[src/rtl/fifo_pkg.sv]
// rtl/fifo_pkg.sv - shared types and helpers for the async FIFO read side
package fifo_pkg;

    localparam int DEF_ADDR_SIZE = 4;
    localparam int DEPTH         = 2 ** DEF_ADDR_SIZE;
    localparam int GRAY_MAX_W    = 32;

    typedef enum logic [1:0] {
        B0 = 2'd0,
        B1 = 2'd1,
        B2 = 2'd2
    } buf_state_t;

    // Generic width: a zero-extended Gray code converts to a zero-extended binary value.
    function automatic logic [GRAY_MAX_W-1:0] gray2bin(input logic [GRAY_MAX_W-1:0] g);
        logic [GRAY_MAX_W-1:0] b;
        b[GRAY_MAX_W-1] = g[GRAY_MAX_W-1];
        for (int i = GRAY_MAX_W - 2; i >= 0; i--) begin
            b[i] = b[i+1] ^ g[i];
        end
        return b;
    endfunction

endpackage

[src/rtl/fifo_rd_stream_if.sv]
// rtl/fifo_rd_stream_if.sv - valid/ready word stream leaving the FIFO read side
interface fifo_rd_stream_if #(
    parameter int DATA_SIZE = 8
) ();

    logic                 m_valid;
    logic                 m_ready;
    logic [DATA_SIZE-1:0] m_data;

    modport master (
        output m_valid,
        output m_data,
        input  m_ready
    );

    modport slave (
        input  m_valid,
        input  m_data,
        output m_ready
    );

endinterface

[src/rtl/fifo_skid_buf.sv]
// rtl/fifo_skid_buf.sv - two-entry prefetch buffer holding words read from FIFO memory
module fifo_skid_buf
    import fifo_pkg::*;
#(
    parameter int DATA_SIZE = 8
) (
    input  logic                 clk,
    input  logic                 rst,
    input  logic                 push,
    input  logic [DATA_SIZE-1:0] push_data,
    input  logic                 pop,
    output logic [1:0]           count,
    output logic [DATA_SIZE-1:0] head_data
);

    buf_state_t           state_q, state_d;
    logic [DATA_SIZE-1:0] head_q, head_d;
    logic [DATA_SIZE-1:0] tail_q, tail_d;

    always_ff @(posedge clk or posedge rst) begin
        if (rst) begin
            state_q <= B0;
            head_q  <= '0;
            tail_q  <= '0;
        end else begin
            state_q <= state_d;
            head_q  <= head_d;
            tail_q  <= tail_d;
        end
    end

    // The upstream credit logic never pushes into a full buffer without a pop.
    always_comb begin
        state_d = state_q;
        head_d  = head_q;
        tail_d  = tail_q;
        unique case (state_q)
            B0: begin
                if (push) begin
                    head_d  = push_data;
                    state_d = B1;
                end
            end
            B1: begin
                if (push && pop) begin
                    head_d = push_data;
                end else if (push) begin
                    tail_d  = push_data;
                    state_d = B2;
                end else if (pop) begin
                    state_d = B0;
                end
            end
            B2: begin
                if (pop) begin
                    head_d = tail_q;
                    if (push) begin
                        tail_d = push_data;
                    end else begin
                        state_d = B1;
                    end
                end
            end
            default: state_d = B0;
        endcase
    end

    assign count     = state_q;
    assign head_data = head_q;

endmodule

[src/rtl/fifo_rd_stream.sv]
// rtl/fifo_rd_stream.sv - read-side consumer: pop pacing, prefetch buffer and occupancy flags
module fifo_rd_stream
    import fifo_pkg::*;
#(
    parameter int ADDR_SIZE = 4,
    parameter int DATA_SIZE = 8,
    parameter int AE_THRESH = 2
) (
    input  logic                 rd_clk,
    input  logic                 rd_rst,
    input  logic                 empty,
    output logic                 rd_en,
    input  logic [DATA_SIZE-1:0] rd_data,
    input  logic [ADDR_SIZE:0]   wr_ptr_addr_sync,
    input  logic [ADDR_SIZE:0]   rd_addr_grey,
    output logic [ADDR_SIZE:0]   rd_level,
    output logic                 almost_empty,
    fifo_rd_stream_if.master     m
);

    localparam int PTR_W = ADDR_SIZE + 1;
    localparam logic [PTR_W-1:0] LEVEL_MAX = {1'b1, {ADDR_SIZE{1'b0}}};

    logic [1:0]           count;
    logic [DATA_SIZE-1:0] head_data;
    logic                 pop;
    logic [2:0]           outstanding;
    logic                 inflight_q, inflight_d;
    logic [PTR_W-1:0]     rd_level_q, rd_level_d;
    logic                 almost_empty_q, almost_empty_d;

    assign m.m_valid = (count != 2'd0);
    assign m.m_data  = head_data;
    assign pop       = m.m_valid & m.m_ready;

    // Words already committed (buffered or returning from memory) must leave room
    // for the new one, counting the slot freed by this cycle's pop.
    always_comb begin
        outstanding = {1'b0, count} + {2'b00, inflight_q};
        rd_en       = !empty && (outstanding < (3'd2 + {2'b00, pop}));
        inflight_d  = rd_en;
    end

    always_comb begin
        rd_level_d     = PTR_W'(gray2bin(GRAY_MAX_W'(wr_ptr_addr_sync))
                              - gray2bin(GRAY_MAX_W'(rd_addr_grey)));
        almost_empty_d = (rd_level_d <= PTR_W'(AE_THRESH));
    end

    always_ff @(posedge rd_clk or posedge rd_rst) begin
        if (rd_rst) begin
            inflight_q     <= 1'b0;
            rd_level_q     <= '0;
            almost_empty_q <= 1'b1;
        end else begin
            inflight_q     <= inflight_d;
            rd_level_q     <= rd_level_d;
            almost_empty_q <= almost_empty_d;
        end
    end

    assign rd_level     = rd_level_q;
    assign almost_empty = almost_empty_q;

    fifo_skid_buf #(
        .DATA_SIZE (DATA_SIZE)
    ) u_skid_buf (
        .clk       (rd_clk),
        .rst       (rd_rst),
        .push      (inflight_q),
        .push_data (rd_data),
        .pop       (pop),
        .count     (count),
        .head_data (head_data)
    );

    a_no_pop_when_empty: assert property (@(posedge rd_clk) disable iff (rd_rst)
        !(rd_en && empty));
    a_count_max: assert property (@(posedge rd_clk) disable iff (rd_rst)
        count <= 2'd2);
    a_outstanding_max: assert property (@(posedge rd_clk) disable iff (rd_rst)
        outstanding <= 3'd2);
    a_level_max: assert property (@(posedge rd_clk) disable iff (rd_rst)
        rd_level_q <= LEVEL_MAX);

endmodule

[src/flat_wrapper.sv]
// flat-port wrapper written by rule: the top's interface ports become plain ports
module fifo_rd_stream_flat import fifo_pkg::*;
#(
    parameter int ADDR_SIZE = 4,
    parameter int DATA_SIZE = 8,
    parameter int AE_THRESH = 2
)
  (rd_clk, rd_rst, empty, rd_en, rd_data, wr_ptr_addr_sync, rd_addr_grey, rd_level, almost_empty, m_m_valid, m_m_data, m_m_ready);
  fifo_rd_stream_if #(.DATA_SIZE(DATA_SIZE)) m_i ();
  input  logic rd_clk;
  input  logic rd_rst;
  input  logic empty;
  output logic rd_en;
  input  logic [DATA_SIZE-1:0] rd_data;
  input  logic [ADDR_SIZE:0] wr_ptr_addr_sync;
  input  logic [ADDR_SIZE:0] rd_addr_grey;
  output logic [ADDR_SIZE:0] rd_level;
  output logic almost_empty;
  output wire logic [$bits(m_i.m_valid)-1:0] m_m_valid;
  output wire logic [$bits(m_i.m_data)-1:0] m_m_data;
  input wire logic [$bits(m_i.m_ready)-1:0] m_m_ready;
  assign m_m_valid = m_i.m_valid;
  assign m_m_data = m_i.m_data;
  assign m_i.m_ready = m_m_ready;
  fifo_rd_stream #(.ADDR_SIZE(ADDR_SIZE), .DATA_SIZE(DATA_SIZE), .AE_THRESH(AE_THRESH)) u_core (.rd_clk(rd_clk), .rd_rst(rd_rst), .empty(empty), .rd_en(rd_en), .rd_data(rd_data), .wr_ptr_addr_sync(wr_ptr_addr_sync), .rd_addr_grey(rd_addr_grey), .rd_level(rd_level), .almost_empty(almost_empty), .m(m_i));
endmodule
[config.mk]
export PLATFORM = sky130hd
export DESIGN_NAME = fifo_rd_stream_flat
export DESIGN_NICKNAME = d
export VERILOG_FILES = /design/src/rtl/fifo_pkg.sv /design/src/rtl/fifo_rd_stream_if.sv /design/src/rtl/fifo_skid_buf.sv /design/src/rtl/fifo_rd_stream.sv /design/src/flat_wrapper.sv
export SDC_FILE = /design/constraint.sdc
export NUM_CORES = 1
export LEC_CHECK = 0
export BUFFER_PORTS_ARGS = -buffer_cell sky130_fd_sc_hd__buf_2
export CAP_MARGIN = 20
export CORE_ASPECT_RATIO = 1.1
export CORE_MARGIN = 1
export CORE_UTILIZATION = 50
export DETAILED_ROUTE_END_ITERATION = 10
export PLACE_DENSITY = 0.78
export SYNTH_ARGS = -nofsm -noshare
export SYNTH_HDL_FRONTEND = slang
export SYNTH_SLANG_ARGS = --single-unit
[constraint.sdc]
create_clock -name rd_clk -period 2.1 [get_ports rd_clk]
set_clock_uncertainty 0.15 [all_clocks]
set_input_delay 0.315 -clock rd_clk [delete_from_list [all_inputs] [get_ports rd_clk]]
set_output_delay 0.315 -clock rd_clk [all_outputs]
set_load 0.01 [all_outputs]
=== After elaboration in Yosys (flattened, before gate mapping) ===
Cells that the tools add are included.

* Add/subtract/negate cells: 3
* Bitwise gates (word level): 9
* Reductions and logical operators: 10
* Equality and inequality tests: 8
* Muxes and demuxes: 15
* Order comparisons: 2

{| class="wikitable"
|+ Operator list
! operator !! count
|-
| two-way mux 8 bit || 6
|-
| case mux 8 bit (3 select lines) || 1
|-
| case mux 8 bit (2 select lines) || 1
|-
| two-way mux 2 bit || 6
|-
| bitwise XOR 1 bit || 8
|-
| != test 2 bit, second input constant || 3
|-
| case mux 2 bit (3 select lines) || 1
|-
| less-or-equal comparator 5 x 2 -> 1 bit, second input constant || 1
|-
| AND reduction 5 bit || 1
|-
| subtractor 5 bit || 1
|-
| != test 2 x 1 -> 1 bit, second input constant || 2
|-
| AND reduction 4 bit || 1
|-
| nonzero test 2 bit || 2
|-
| adder 2 x 1 -> 3 bit || 1
|-
| adder 2 x 1 -> 3 bit, first input constant || 1
|-
| < comparator 3 bit || 1
|-
| != test 3 x 1 -> 1 bit, second input constant || 1
|-
| AND reduction 3 bit || 1
|-
| nonzero test 3 bit || 1
|-
| == test 2 x 1 -> 1 bit, second input constant || 1
|-
| == test 2 bit, second input constant || 1
|-
| logical AND 1 bit || 2
|-
| zero test 2 bit || 1
|-
| AND 1 bit || 1
|-
| zero test 1 bit || 1
|}

* Bits in registers: 25
* Logic and storage cells: 53
* Output and inout bits: 16
* Bits of input ports: 22

=== Depth between registers and ports, before layout ===
Gate-level depths: netlist of run 1.

* Word-level depth: 6
* Depth in mapped cells: 11
* Mapped depth without buffers: 11

=== Hierarchy ===
From an unflattened synthesis of run 1, not the netlist that was laid out.

* Cell total of the unflattened synthesis: 95
* Area, all modules: 1353.8 µm²

{| class="wikitable"
|+ Modules (own cells, without submodules)
! module !! times used !! cells each !! area an instance (µm²) !! sequential area each (µm²)
|-
| fifo_skid_buf || 1 || 57 || 859.6 || 450.4
|-
| fifo_rd_stream || 1 || 38 || 494.2 || 176.4
|}

=== Least setup slack after synthesis of run 1 ===
Ideal clock, no wire load.

* Kind: input to register
* Start: in rd_addr_grey[4]
* End: reg u_core.almost_empty_q, in the netlist u_core.almost_empty
* Setup slack: -0.615 ns
* Setup time: 0.121 ns
* Path buffers: 0
* Data arrival time: 2.443 ns
* Cell stages on the path: 11
* Required time: 1.829 ns
* Cells stage by stage: xnor2_2 xor2_1 xor2_1 xnor2_1 ha_1 inv_1 fa_1 a21o_1 a21oi_1 xnor2_1 a2111oi_0

* Word-level cells in the longest chain between the ends: 6

{| class="wikitable"
|+ Ends and longest elaborated chain
! item !! line !! source
|-
| from (decl) || flat_wrapper.sv:16 || <nowiki>input logic [ADDR_SIZE:0] rd_addr_grey;</nowiki>
|-
| bitwise XOR 1 bit (4 in a row) || fifo_pkg.sv:19 || <nowiki>b[i] = b[i+1] ^ g[i];</nowiki>
|-
| subtractor 5 bit (*) || fifo_rd_stream.sv:46 || <nowiki>- gray2bin(GRAY_MAX_W'(rd_addr_grey)));</nowiki>
|-
| named net u_core.rd_level_d[4] || fifo_rd_stream.sv:29 || <nowiki>logic [PTR_W-1:0] rd_level_q, rd_level_d;</nowiki>
|-
| less-or-equal comparator 5 x 2 -> 1 bit (*) || fifo_rd_stream.sv:47 || <nowiki>almost_empty_d = (rd_level_d <= PTR_W'(AE_THRESH));</nowiki>
|-
| named net u_core.almost_empty_d || fifo_rd_stream.sv:30 || <nowiki>logic almost_empty_q, almost_empty_d;</nowiki>
|-
| to (signal assigned) || fifo_rd_stream.sv:58 || <nowiki>almost_empty_q <= almost_empty_d;</nowiki>
|-
| to (decl) || fifo_rd_stream.sv:30 ||
|}

Mark *: on every way through the listed nets, which the timed path passes. The rest lies on a longest branch.
A chain may end at the register's enable or synchronous reset.

=== Worst setup path in the final report of run 1 ===
* Start: in rd_addr_grey[3]
* End: reg u_core.almost_empty_q, in the netlist u_core.almost_empty

* Word-level cells in the longest chain between the ends: 6

{| class="wikitable"
|+ Ends and longest elaborated chain
! item !! line
|-
| bitwise XOR 1 bit (*) || fifo_pkg.sv:19
|-
| bitwise XOR 1 bit (3 in a row) || fifo_pkg.sv:19
|-
| subtractor 5 bit (*) || fifo_rd_stream.sv:46
|-
| named net u_core.rd_level_d[4] || fifo_rd_stream.sv:29
|-
| less-or-equal comparator 5 x 2 -> 1 bit (*) || fifo_rd_stream.sv:47
|-
| named net u_core.almost_empty_d || fifo_rd_stream.sv:30
|}

Marked as above.

==> results by group, run 1 <==
Timing
  • Post-layout minimum cycle time: 2.38 ns
  • Setup_tns: -0.620 ns
  • Slew Viols, Final: 0
  • # setup viols final: 5
  • RSZ-0062 raised after global routing: yes
  • Crit share post-route: 113%
  • Final hold vios: 0
  • Transition time of the tightest slew-check pin: 0.557 ns
  • Final hold slack: 0.0869 ns
  • Worst relative slew slack: 62.8%
  • Final worst setup slack: -0.282 ns
  • FMAX: 420 MHz

Final layout
  • Area grow syn2layout: 42.2%
  • Ant diodes: 0
  • Non-filler cells, final: 202
  • Multi-input logic area: 709 um^2
  • Finished Cell Area: 1830 um^2
  • Layout cells sized above 1: 53.5%
  • Nets: 202
  • Fill count: 163
  • Register area: 628 um^2

Global routing
  • Vias in the first global route: 1,033
  • Initial antenna violation count: 0
  • Largest net degree at the start of global routing: 16
  • All-Layer GR Usage: 21.6%
  • GR Overflow Total: 0
  • Global-route wire length before repair: 4.51 mm

Status
  • Run status: finished, violations left
  • Failing checks: negative setup slack

Yosys
  • Sequential element share of the synthesized area: 48.6%
  • Area leader, netlist: dfrtp_1
  • Top post-synthesis cells by area: dfrtp_1 47%, mux2i_1 7.0%, mux2_2 7.0%
  • Yosys warns: 0
  • Seq cells post-synth: 25
  • Synth top area share: 46.6%
  • Post-synth cell types: 28
  • Synthesized net count: 137
  • Post-Synthesis Cells: 108
  • Avg Cell Area, Syn: 11.9 um^2
  • Synthesized area: 1290 um^2

Floorplan
  • Die Ht: 55.3 um
  • Die width: 50.4 um
  • Die Area: 2790 um^2
  • Boundary pin count: 38
  • Core area: 2340 um^2
  • Std-Cell Rows: 18
  • Initial Util: 55.1%

Route
  • Final WL: 2.78 mm
  • Highest Signal Layer: met4
  • DRT Pass-1 Iters: 4
  • Remaining DRCs: 0
  • Drt wl/cell: 13.8 um
  • Vias: 1,050
  • Vias per inst: 5.20
  • Antenna Nets Post-Route: 0
  • WL met2: 1.50 mm
  • DR WL met3: 115 um
  • Initial detailed-routing violation count: 21
  • Wl on met1: 1.10 mm

Power
  • Sw Ratio: 37.7%
  • VDD IR max: 841 uV
  • PwrDens: 1260 nW/um^2
  • Reg power frac: 37.9%
  • P_int: 1.44 mW
  • Comb pwr share: 53.1%
  • Clock network power share: 8.9%
  • LEAKAGE: 0.854 nW
  • Net switching power: 0.872 mW
  • Total power: 2.31 mW

Critical path
  • Crit-path max FO: 2
  • Critical path endpoint category: register
  • Reg2reg path depth: 3
  • CP arrival: 2.45 ns
  • Req. time, crit path: 2.16 ns
  • CP Class: in2reg
  • Critical Path Start Type: input pin

Place
  • GPL Wtd Cong: 0.757
  • Cell Area, Placed: 1630 um^2
  • Port Buffers: 37
  • Dpl cells: 187
  • Detailed placement HPWL: 1.88 mm

Clock network
  • Maximum clock insertion buffer count: 2
  • Clock slew at reported path FFs: 0.13 ns
  • CTS tree: yes
  • # clock sinks: 25
  • Root Buffer: clkbuf_4
  • Skew-Pair Late Insertion Delay: 0.31 ns
  • CTS Buf Count: 3
  • H-tree depth: 1

Worst hold path
  • Hold Path Class: in2reg
  • Hold depth: 2

Flow run
  • Max-Cap Viols: 0
==> final timing paths <==
path | end | slack (ns) | start
setup / recovery | u_core.almost_empty | -0.28 | rd_addr_grey[3]
hold / removal | u_core.u_skid_buf.tail_q[1] | 0.09 | rd_data[1]
setup reg to reg | u_core.u_skid_buf.tail_q[6] | 0.34 | u_core.u_skid_buf.count[0]
hold reg to reg | u_core.u_skid_buf.tail_q[5] | 0.37 | u_core.u_skid_buf.tail_q[5]
max in group asynchronous | u_core.u_skid_buf.tail_q[3] | 0.81 | rd_rst
min in group asynchronous | u_core.u_skid_buf.tail_q[7] | 0.42 | rd_rst
==> power groups by stage <==
| stage | Clock, mW | Combinational, mW | Sequential, mW |
|---|---|---|---|
| 2_1_floorplan | 0 | 0.620 | 0.914 |
| 6_report | 0.206 | 1.23 | 0.876 |
| 5_1_grt | 0.236 | 1.35 | 0.903 |
| 3_3_place_gp | 0 | 1.02 | 0.868 |
| 3_5_place_dp | 0 | 1.07 | 0.889 |
| 4_1_cts | 0.215 | 1.14 | 0.883 |
==> cell usage after synthesis <==
master	instances
a21oi_1	12
o2bb2ai_2	1
inv_1	5
mux2_2	8
nor2_1	10
ha_1	6
nand2_1	2
xor2_2	3
a21o_1	1
o21ai_2	1
dfstp_2	1
o22ai_1	1
xor2_1	4
nand3b_1	1
nor2b_1	3
buf_2	3
xnor2_2	1
o32ai_1	1
or2_2	1
mux2i_1	9
a2111oi_0	1
fa_1	1
dfrtp_1	24
xnor2_1	4
o21ai_0	1
nand2b_1	1
nor3b_1	1
a211oi_1	1
==> cell families (layout without fill, tap and decap cells) <==
logic type                 count (synthesis)  count (layout)  share of synthesized area [%]
xor gates and xnor gates                  12              12                           10.5
buffers and inverters                      8              72                           2.62
AOI/OAI and AO/OA                         20              20                           9.89
and+or+nand+nor                           19              19                           7.08
DFF                                       25              25                           48.6
muxes                                     17              17                           14.0
adders and majority gates                  7               7                           7.37
==> flip-flops by register name (all words and copies together) (netlist names) <==
register,count
u_core.rd_level,5
u_core.inflight_q,1
u_core.u_skid_buf.head_data,8
u_core.almost_empty,1
u_core.u_skid_buf.count,2
u_core.u_skid_buf.tail_q,8
==> layout make-up <==
type / instances / area share, %
Clock buffer: 4 / 1.43
Inverter: 5 / 1.02
Multi-Input combinational cell: 75 / 38.7
Sequential cell: 25 / 34.2
Tap cell: 30 / 2.05
Timing Repair Buffer: 63 / 22.6
==> worst max-delay path, stage by stage <==
cell,delay (ns)
buf_8,0.10
xnor2_4,0.19
xor2_2,0.22
xor2_2,0.23
xnor2_2,0.14
ha_2,0.20
inv_2,0.04
fa_2,0.34
a21o_1,0.18
a21oi_2,0.18
xnor2_2,0.10
a2111oi_2,0.22
==> routing by layer <==
metal	track usage (%)	vias to the layer above
met4	9.52	0
met3	5.23	8
li1	-	494
met2	37.1	32
met5	0	-
met1	25.1	516
==> per-stage QoR <==
step / util, % / setup slack, ns
global route: 78.3 / -0.393
global placement: 69.6 / -0.696
CTS: 75.9 / -0.189
floorplan: - / -0.597
finish: 78.3 / -0.282
detailed placement: 69.6 / -0.859
==> what timing repair did <==
action,4_1_cts,5_1_grt
pin swaps,10,2
hold endpoints to repair,14,0
hold buffers,2,0
resized for setup,15,2
endpoints found under the setup margin,4,4
buffers inserted,3,6
==> layout by cell type (no fill, tap or decap), types with 2 or more instances in the layout <==
cell type       n
xnor2_1         2
dlygate4sd3_1   2
xnor2_2         2
mux2_2          8
a21oi_1        11
inv_1           4
xor2_2          5
clkbuf_4        3
buf_4          24
nor2b_1         3
buf_6           3
mux2i_1         9
nand2_1         2
buf_2          33
ha_1            5
nor2_1         10
dfrtp_1        23
Power figures use the tool's default switching activity.
==> inputs of run 2 (changes only) <==
BUFFER_PORTS_ARGS = unset   (was -buffer_cell sky130_fd_sc_hd__buf_2)
CORE_UTILIZATION = 55   (was 50)
DONT_BUFFER_PORTS = 1   (was unset)
PLACE_DENSITY = 0.7   (was 0.78)
==> run 2 against run 1 <==
Combinational power decreased by 29%. The flow still finishes with violations (negative setup slack). Critical endpoint unchanged. Clock power increased by 3%. Core utilization is 5.6 points lower. Global-route usage shrank 2.1 points. Cell count decreased by 19%. Die area fell by 8.7%. Count of clock-buffer cells in the layout is 1 lower.
==> results by group, run 2 (synthesis results as in run 1) <==
Final layout
  • Most common cell after layout, fill and taps aside: dfrtp_1
  • Fill count: 151
  • Most frequent cells in the layout: 24 x dfrtp_1, 16 x buf_4, 11 x a21oi_1
  • Ant diodes: 0
  • Area grow syn2layout: 25.6%
  • Layout cells sized above 1: 33.6%
  • Non-filler cells, final: 164
  • Finished Cell Area: 1620 um^2
  • Nets: 164

Timing
  • RSZ-0062 raised after global routing: yes
  • Final worst setup slack: -0.140 ns
  • Post-layout minimum cycle time: 2.24 ns
  • Slew Viols, Final: 0
  • Final hold vios: 0
  • Final hold slack: 0.0470 ns
  • Transition time of the tightest slew-check pin: 0.461 ns
  • FMAX: 447 MHz
  • Worst relative slew slack: 69.2%
  • # setup viols final: 2
  • Crit share post-route: 107%

Floorplan
  • Die Ht: 52.8 um
  • Die width: 48.2 um
  • Core area: 2230 um^2
  • Std-Cell Rows: 18
  • Boundary pin count: 38
  • Initial Util: 57.9%
  • Die Area: 2540 um^2

Place
  • Port Buffers: 0
  • Place WS: -0.677 ns
  • Cell Area, Placed: 1420 um^2
  • Detailed placement HPWL: 1.61 mm
  • Dpl cells: 147
  • GPL Wtd Cong: 0.787

Global routing
  • Global routing met2 resource utilization: 33.6%
  • GR Overflow Total: 0
  • Grt met3 use: 4.48%
  • Global-route wire length before repair: 3.39 mm
  • Largest net degree at the start of global routing: 26
  • Vias in the first global route: 864
  • Initial antenna violation count: 0
  • GRT busiest layer: met2
  • All-Layer GR Usage: 19.6%
  • Grt met1 use: 22.5%

Flow run
  • Max-Cap Viols: 0

Power
  • LEAKAGE: 0.682 nW
  • VDD IR max: 744 uV
  • PwrDens: 1260 nW/um^2
  • Total power: 2.04 mW

Worst hold path
  • Hold Path Class: in2reg
  • Hold_sp: rd_data[0]

Critical path
  • CP arrival: 2.30 ns
  • Critical path endpoint category: register
  • CP Class: in2reg
  • Crit-path max FO: 2
  • Req. time, crit path: 2.16 ns
  • Critical Path Start Type: input pin
  • Reg-to-Reg Start: u_core.u_skid_buf.count[0]
  • Critical Path Start: wr_ptr_addr_sync[4]

Clock network
  • Maximum clock insertion buffer count: 2
  • CTS tree: yes
  • H-tree depth: 1
  • CTS Buf Count: 3
  • Skew-Pair Late Insertion Delay: 0.32 ns
  • Clock slew at reported path FFs: 0.14 ns
  • # clock sinks: 25
  • Root Buffer: clkbuf_4

Route
  • Drt wl/cell: 13.9 um
  • Final WL: 2.29 mm
  • Antenna Nets Post-Route: 0
  • DRT Pass-1 Iters: 4
  • Vias per inst: 5.40
  • Initial detailed-routing violation count: 6
  • Remaining DRCs: 0
  • Vias: 885

Status
  • Failing checks: negative setup slack
  • Run status: finished, violations left
## run 2: changes by cell type in the layout (fill, tap and decap cells not counted)
cell,change
a211oi_1,+1
a211oi_2,-1
buf_2,-33
buf_4,-8
buf_6,-3
buf_8,-1
clkbuf_1,-1
clkinvlp_4,+1
dfrtp_1,+1
dfrtp_2,-1
dlygate4sd3_1,+7
xnor2_1,+1
xnor2_2,-1
## run 2: critical path, stage by stage
cell	delay, ns
xor2_4	0.17
xor2_2	0.21
xor2_2	0.21
xnor2_2	0.14
ha_2	0.21
inv_2	0.04
fa_2	0.33
a21o_1	0.17
a21oi_2	0.13
xnor2_1	0.12
a2111oi_2	0.25
## run 2: area by class of cell
class | count | area, um^2 | share of cell area, %
Clock buffer | 3 | 22.5 | 1.39
Clock inverter | 1 | 7.51 | 0.463
Inverter | 5 | 18.8 | 1.16
Multi-Input combinational cell | 75 | 697 | 43.0
Sequential cell | 25 | 627 | 38.7
Tap cell | 30 | 37.5 | 2.32
Timing Repair Buffer | 25 | 210 | 13.0
## run 2: report_power, final
part           internal, mW  total, mW  switching, mW
Clock                0.0726      0.213          0.140
Combinational         0.459      0.872          0.414
Sequential            0.727      0.958          0.231
## run 2: what timing repair did
item	CTS	global route
gates cloned	0	0
pin swaps	8	1
endpoints found under the setup margin	3	4
endpoints found under the hold margin	32	0
buffers inserted	3	1
resized for setup	3	4
hold buffers	9	0
## run 2: per-layer routing
metal | wire length [um] | vias up
met3 | 96 | 2
li1 | - | 417
met1 | 890 | 445
met5 | 0 | -
met2 | 1280 | 21
met4 | 16 | 0
## run 2: per-stage QoR
stage,utilization (%),TNS [ns]
2_1_floorplan,-,-0.940
3_3_place_gp,63.8,-0.939
3_5_place_dp,63.8,-1.35
4_1_cts,71.1,-0.277
5_1_grt,72.7,-0.506
6_report,72.7,-0.219
## run 2: final timing paths
check,endpoint,slack [ns],depth (start not counted)
setup / recovery,u_core.almost_empty,-0.14,11
setup reg to reg,u_core.u_skid_buf.tail_q[7],0.39,3
max in group asynchronous,u_core.almost_empty,1.19,3
hold reg to reg,u_core.u_skid_buf.tail_q[1],0.37,1
hold / removal,u_core.u_skid_buf.head_data[0],0.05,2
min in group asynchronous,u_core.u_skid_buf.tail_q[5],0.31,3
